<file path="src/rtl/mem_port_arbiter.sv">
// Memory port arbiter. A cache refill port and a write-buffer drain port
// share one main-memory port. At most one memory transaction is outstanding.
// Reads normally win. A write wins when it targets the same line as the
// pending read, or when reads have starved a waiting write long enough.
module mem_port_arbiter #(
    parameter int ADDR_WIDTH = 32,
    parameter int LINE_WIDTH = 128,
    parameter int STARVE_MAX = 4
) (
    input  logic                  clk,
    input  logic                  rst,
    input  logic                  rd_req,
    input  logic [ADDR_WIDTH-1:0] rd_addr,
    output logic [LINE_WIDTH-1:0] rd_data,
    output logic                  rd_done,
    input  logic                  wb_valid,
    input  logic [ADDR_WIDTH-1:0] wb_addr,
    input  logic [LINE_WIDTH-1:0] wb_data,
    output logic                  wb_pop,
    output logic                  mem_req,
    output logic                  mem_we,
    output logic [ADDR_WIDTH-1:0] mem_addr,
    output logic [LINE_WIDTH-1:0] mem_wdata,
    input  logic                  mem_ack,
    input  logic [LINE_WIDTH-1:0] mem_rdata
);

    // Byte-offset bits within a line; these are ignored when comparing addresses.
    localparam int OFF_W = $clog2(LINE_WIDTH / 8);
    localparam int SW    = $clog2(STARVE_MAX + 1);
    localparam logic [SW-1:0] STARVE_LIM = SW'(STARVE_MAX);

    typedef enum logic [1:0] {
        IDLE    = 2'd0,
        RD_BUSY = 2'd1,
        WR_BUSY = 2'd2
    } state_t;

    state_t                state_q, state_d;
    logic                  mem_req_q, mem_req_d;
    logic                  mem_we_q, mem_we_d;
    logic [ADDR_WIDTH-1:0] mem_addr_q, mem_addr_d;
    logic [LINE_WIDTH-1:0] mem_wdata_q, mem_wdata_d;
    logic [LINE_WIDTH-1:0] rd_data_q, rd_data_d;
    logic                  rd_done_q, rd_done_d;
    logic                  wb_pop_q, wb_pop_d;
    logic [SW-1:0]         starve_cnt_q, starve_cnt_d;

    logic line_match;
    logic settling;

    assign line_match = (rd_addr[ADDR_WIDTH-1:OFF_W] == wb_addr[ADDR_WIDTH-1:OFF_W]);
    // A completion pulse marks the first IDLE cycle; no grant is made in it.
    assign settling   = rd_done_q | wb_pop_q;

    // Next-state, grant decision and output register updates.
    always_comb begin
        state_d      = state_q;
        mem_req_d    = mem_req_q;
        mem_we_d     = mem_we_q;
        mem_addr_d   = mem_addr_q;
        mem_wdata_d  = mem_wdata_q;
        rd_data_d    = rd_data_q;
        rd_done_d    = 1'b0;
        wb_pop_d     = 1'b0;
        starve_cnt_d = starve_cnt_q;

        case (state_q)
            IDLE: begin
                if (!settling) begin
                    if ((rd_req && wb_valid && line_match) ||
                        (wb_valid && (!rd_req || starve_cnt_q == STARVE_LIM))) begin
                        // Same-line conflict (read-after-write) or starved write.
                        state_d      = WR_BUSY;
                        mem_req_d    = 1'b1;
                        mem_we_d     = 1'b1;
                        mem_addr_d   = wb_addr;
                        mem_wdata_d  = wb_data;
                        starve_cnt_d = '0;
                    end else if (rd_req) begin
                        state_d    = RD_BUSY;
                        mem_req_d  = 1'b1;
                        mem_we_d   = 1'b0;
                        mem_addr_d = rd_addr;
                        if (wb_valid && starve_cnt_q != STARVE_LIM) begin
                            starve_cnt_d = starve_cnt_q + SW'(1);
                        end
                    end
                end
            end
            RD_BUSY: begin
                if (mem_ack) begin
                    rd_data_d = mem_rdata;
                    rd_done_d = 1'b1;
                    mem_req_d = 1'b0;
                    state_d   = IDLE;
                end
            end
            WR_BUSY: begin
                if (mem_ack) begin
                    wb_pop_d  = 1'b1;
                    mem_req_d = 1'b0;
                    mem_we_d  = 1'b0;
                    state_d   = IDLE;
                end
            end
            default: begin
                state_d   = IDLE;
                mem_req_d = 1'b0;
                mem_we_d  = 1'b0;
            end
        endcase

        // Starvation only matters while a write is actually waiting.
        if (!wb_valid) begin
            starve_cnt_d = '0;
        end
    end

    // State and output registers; reset abandons any transaction in flight.
    always_ff @(posedge clk or posedge rst) begin
        if (rst) begin
            state_q      <= IDLE;
            mem_req_q    <= 1'b0;
            mem_we_q     <= 1'b0;
            mem_addr_q   <= '0;
            mem_wdata_q  <= '0;
            rd_data_q    <= '0;
            rd_done_q    <= 1'b0;
            wb_pop_q     <= 1'b0;
            starve_cnt_q <= '0;
        end else begin
            state_q      <= state_d;
            mem_req_q    <= mem_req_d;
            mem_we_q     <= mem_we_d;
            mem_addr_q   <= mem_addr_d;
            mem_wdata_q  <= mem_wdata_d;
            rd_data_q    <= rd_data_d;
            rd_done_q    <= rd_done_d;
            wb_pop_q     <= wb_pop_d;
            starve_cnt_q <= starve_cnt_d;
        end
    end

    assign rd_data   = rd_data_q;
    assign rd_done   = rd_done_q;
    assign wb_pop    = wb_pop_q;
    assign mem_req   = mem_req_q;
    assign mem_we    = mem_we_q;
    assign mem_addr  = mem_addr_q;
    assign mem_wdata = mem_wdata_q;

endmodule

</file>
<file path="config.mk">
export PLATFORM = sky130hd
export DESIGN_NAME = mem_port_arbiter
export DESIGN_NICKNAME = d
export VERILOG_FILES = /design/src/rtl/mem_port_arbiter.sv
export SDC_FILE = /design/constraint.sdc
export NUM_CORES = 1
export LEC_CHECK = 0
export BUFFER_PORTS_ARGS = -buffer_cell sky130_fd_sc_hd__buf_2
export CAP_MARGIN = 25
export CORE_AREA = 2 2 242 244
export CTS_BUF_LIST = sky130_fd_sc_hd__clkbuf_16
export DETAILED_ROUTE_END_ITERATION = 8
export DIE_AREA = 0 0 244 246
export GPL_TIMING_DRIVEN = 0
export PLACE_DENSITY_LB_ADDON = 0.12
export RECOVER_POWER = 50
export SYNTH_ARGS = -nofsm -noshare
export SYNTH_HDL_FRONTEND = slang
export SYNTH_SLANG_ARGS = --single-unit
</file>
<file path="constraint.sdc">
create_clock -name clk -period 9.3 [get_ports clk]
set_clock_uncertainty 0.15 [all_clocks]
set_input_delay 0.93 -clock clk [delete_from_list [all_inputs] [get_ports clk]]
set_output_delay 0.93 -clock clk [all_outputs]
set_load 0.01 [all_outputs]
</file>
==> Word level (Yosys, flattened, before mapping) <==
Index checks and enable logic that the tools add are counted.
{ "word_totals": {"regBits": 297, "latchBits": 0, "mem_bits_rw": 0, "mem_bits_ro": 0, "out_inout_bits": 292, "elab_cells": 67, "memories": 0} }
{ "op_classes": {"n_addsub": 1, "n_mul": 0, "n_div": 0, "magnitude_cmp": 0, "n_eq_ne": 13, "shift": 0, "muxes": 25, "bitwise": 3, "reduce_logical": 16} }
{ "op_table": {"columns": ["operator", "n"], "rows": [
  ["32-bit two-way mux", 2],
  ["28-bit equality test", 1],
  ["3-bit two-way mux", 6],
  ["1-bit two-way mux", 10],
  ["3-bit AND reduction", 3],
  ["2-bit two-way mux", 4],
  ["4-bit AND reduction", 2],
  ["2-bit inequality test (second input constant)", 3],
  ["3-bit inequality test (second input constant)", 2],
  ["1-bit logical AND", 4],
  ["2-bit by 1-bit inequality test with 1-bit output (second input constant)", 2],
  ["2-bit case mux with 2 select lines", 1],
  ["3-bit by 1-bit adder with 3-bit output (second input constant)", 1],
  ["3-bit equality test (second input constant)", 1],
  ["3-bit by 1-bit inequality test with 1-bit output (second input constant)", 1],
  ["3-bit by 2-bit inequality test with 1-bit output (second input constant)", 1],
  ["1-bit case mux with 3 select lines", 1],
  ["2-bit by 1-bit equality test with 1-bit output (second input constant)", 1],
  ["2-bit equality test (second input constant)", 1],
  ["2-bit zero test", 1],
  ["1-bit logical OR", 2],
  ["1-bit inverter", 2],
  ["1-bit case mux with 2 select lines", 1],
  ["2-bit AND reduction", 1],
  ["4 further kinds", 4]
]} }

==> Logic depth before layout (Yosys ltp) <==
{ "logic_depth": {"word_depth": 8, "mapped_depth": 9, "mapped_depth_nobuf": 7} }

==> Worst setup path before layout <==
No wires, ideal clock.
{ "synth_path": {"path_kind": "input -> register", "startpoint": "input port wb_addr[26]", "endpoint": "register mem_wdata_q[100] (netlist: mem_wdata[100])", "setup_time_ns": 0.125, "arrival_ns": 2.431, "required_ns": 9.025, "slack_ns": 6.594, "stages": 8, "cell_sequence": "xnor2_1 > nand4_1 > nor4_2 > a31o_2 > nand2b_1 > buf_6 > buf_6 > mux2_4"} }
{ "synth_via": {"elab_chain_cells": 4} }
{ "synth_rtl": {"columns": ["item", "line", "source"], "rows": [
  ["start: declaration", "17", "input logic [ADDR_WIDTH-1:0] wb_addr,"],
  ["28-bit equality test", "52", "assign line_match = (rd_addr[ADDR_WIDTH-1:OFF_W] == wb_addr[ADDR_WIDTH-1:OFF_W]);"],
  ["1-bit logical AND", "71", "if ((rd_req && wb_valid && line_match) ||"],
  ["1-bit logical OR", "71", null],
  ["3-bit AND reduction (no line)", null, null],
  ["end signal: assignment", "137", "mem_wdata_q <= mem_wdata_d;"],
  ["end: declaration", "43", "logic [LINE_WIDTH-1:0] mem_wdata_q, mem_wdata_d;"]
]} }
No other way between the ends.
A chain may end at the register's enable or synchronous reset.

==> metrics <==
status=finished with violations; failing checks=capacitance limit, slew limit; core area=0.05737 mm^2; setup TNS=0 ps; final instance area=0.01718 mm^2; Vias/cell=3.910; hold crit path type=flop to flop; worst-margin pin slew=5021 ps; Final setup viols=0; Power Internal=3.898 mW; Slew Limit Headroom=-236.6%; Flop pwr share=37.9%; met2 GRT Util=23.97%; DRT antenna net count=0; Synth cell types=33; initial antenna violation count=18; EDFF count, synth=0; Final GP Congestion=0.7611; later-pin clock latency in the skew report=530 ps; CTS Sinks=297; Layout area overhead=41.45%; hold_buf cts=0; Combinational Power Share=40.0%; slowest stage delay, CP=2780 ps; drt pass-1 iters=4; number of global-route vias before repair=9269; fin nets=1756; Largest delay share family, worst path=buffers and inverters; most common cell after layout, fill and taps aside=buf_2; most frequent cells in the layout=476 x buf_2, 297 x dfrtp_1, 162 x clkbuf_1; Core Rows=88; Gates resized, CTS repair=0; clock share of power=22.2%; drt drc=0; GR met1 Demand/Resource=14.92%; TritonCTS Buffers=38; fin util=29.94%; dpl hpwl=33090 um; CTS clk-pin slew, worst paths=50 ps; Worst EP arrival=3930 ps; Initial Utilization=21.17%; Syn. warnings=0; Power Density=350.6 mW/mm^2; syn_nets=1098; endpoint class of the critical path=asynchronous set/reset pin; Netlist Area Pre-Place=0.01214 mm^2; Switching Fraction=35.28%; crit path max-delay cell type=clkinvlp_2; share of cells above drive strength 1=55.03%; Worst VDD drop=0.1332 mV; fin crit share=46.88%; Avg Cell Area, Syn=15.81 um^2; H-tree depth=2; first-pass GRT wire length=60660 um; top post-synthesis cells by area=dfrtp_1 61%, mux2_2 14%, mux2_4 12%, mux2i_1 2.6%, xnor2_1 1.7%; Iter 0 DRT Violations=197; Placed Area=0.01625 mm^2; post-CTS setup buffer count=0; PortBufs=616; critical path type=input port to asynchronous set/reset pin; GR Util All Layers=13.55%; WP buf/inv=2; Max Root-Sink Buffers=3; Routed WL=42480 um; post-route insts no fill=2223; RSZ-0062 raised after global routing=no; Synth Register Bits=297; crit-path max FO=103; Fin. Hold Viols=0; largest net degree at the start of global routing=111; CTS tree=done; post-DR wirelength/cell=19.11 um; Max Slew Vio Count=104; Fmax=0.2294 GHz; total global routing overflow=0; sw power=2.125 mW; die height=246 um; vias=8693; post-synthesis instance total=768; Yosys top cell by area=dfrtp_1; post-synthesis sequential area ratio=61.20%; critical-path cell list=buf_2 > clkinvlp_2; Final min period=4360 ps; GRT busiest layer=met2; max cap viols=1; P_leak=8.333 nW; CTS root buf=clkbuf_16; die area=0.06002 mm^2; WP data required=8870 ps; met3 Usage GRT=5.174%; top cell type's share of synthesized area=61.20%; Main synth FF type=dfrtp_1; element type at the critical path start=input port; dpl cells=2151; asr flop ratio synth=100.0%; Die W=244 um; number of top-level pins=617
## cell type report
cell class | instances | area [um^2]
Timing Repair Buffer | 618 | 2959
Antenna cell | 8 | 20.02
Clock buffer | 38 | 950.9
Sequential cell | 297 | 7432
Inverter | 7 | 27.53
Clock inverter | 26 | 145.1
Multi-Input combinational cell | 427 | 4438
Fill cell | 6027 | 40190
Tap cell | 765 | 957.2
Buffer | 37 | 247.7
## synth_stat cells (3+ instances only)
master    instances
dfrtp_1         297
mux2_2          156
mux2_4          100
nor2_1           37
a21oi_1          35
mux2i_1          32
xnor2_1          24
clkbuf_1         19
buf_6            14
inv_1             7
nand4_1           6
ha_1              5
nand2_1           4
xor2_1            4
buf_2             3
nor2b_1           3
## cell families after synthesis
family / count (synthesis) / synth area share, %
flip-flops: 297 / 61.20
multiplexers: 288 / 29.47
AND/OR/NAND/NOR: 58 / 2.195
AO/OA/AOI/OAI: 48 / 2.349
buffers and inverters: 44 / 2.256
XOR/XNOR: 28 / 2.019
adder cells (fa/ha/maj): 5 / 0.5151
## per-stage QoR
step	total power [mW]	setup slack (ps)	hold WS, ps
floorplan	3.691	15.83	331.3
global placement	4.836	-4547	333.3
detailed placement	4.842	5977	326.5
CTS	6.239	6330	339.0
global route	6.427	4062	365.7
finish	6.023	4940	341.9
## path summary, 6_finish.rpt
| check | from | to | slack (ps) | depth (start not counted) |
|---|---|---|---|---|
| max | rst | mem_addr[10] | 4940 | 2 |
| min | mem_req | mem_req | 340 | 1 |
| max reg2reg | state_q[1] | rd_data[85] | 6420 | 6 |
| min reg2reg | mem_req | mem_req | 340 | 1 |
| max in group clk | state_q[1] | rd_data[85] | 6420 | 6 |
| min in group asynchronous | rst | mem_wdata[4] | 1790 | 2 |
## per-layer routing
metal	share of wire, %	wire length [um]	vias to the layer above
li1	-	-	4027
met1	38	16010	4242
met2	51	21740	333
met3	8.6	3663	75
met4	2.3	966	16
met5	0.23	98	-
## power by group through the flow
stage | clock (mW) | sequential [mW] | combinational (mW)
after global routing | 1.45 | 2.38 | 2.60
final | 1.34 | 2.28 | 2.41
after CTS | 1.40 | 2.27 | 2.56
after global placement | 0 | 2.28 | 2.56
after floorplan | 0 | 2.60 | 1.10
after detailed placement | 0 | 2.28 | 2.56
## sequential cells by signal, summed over array words and instances, names as in the netlist, 2 cells and up
| name | count |
|---|---|
| mem_addr | 32 |
| mem_wdata | 128 |
| rd_data | 128 |
| starve_cnt_q | 3 |
| state_q | 2 |
No activity file was read; power rests on OpenSTA's default activity.
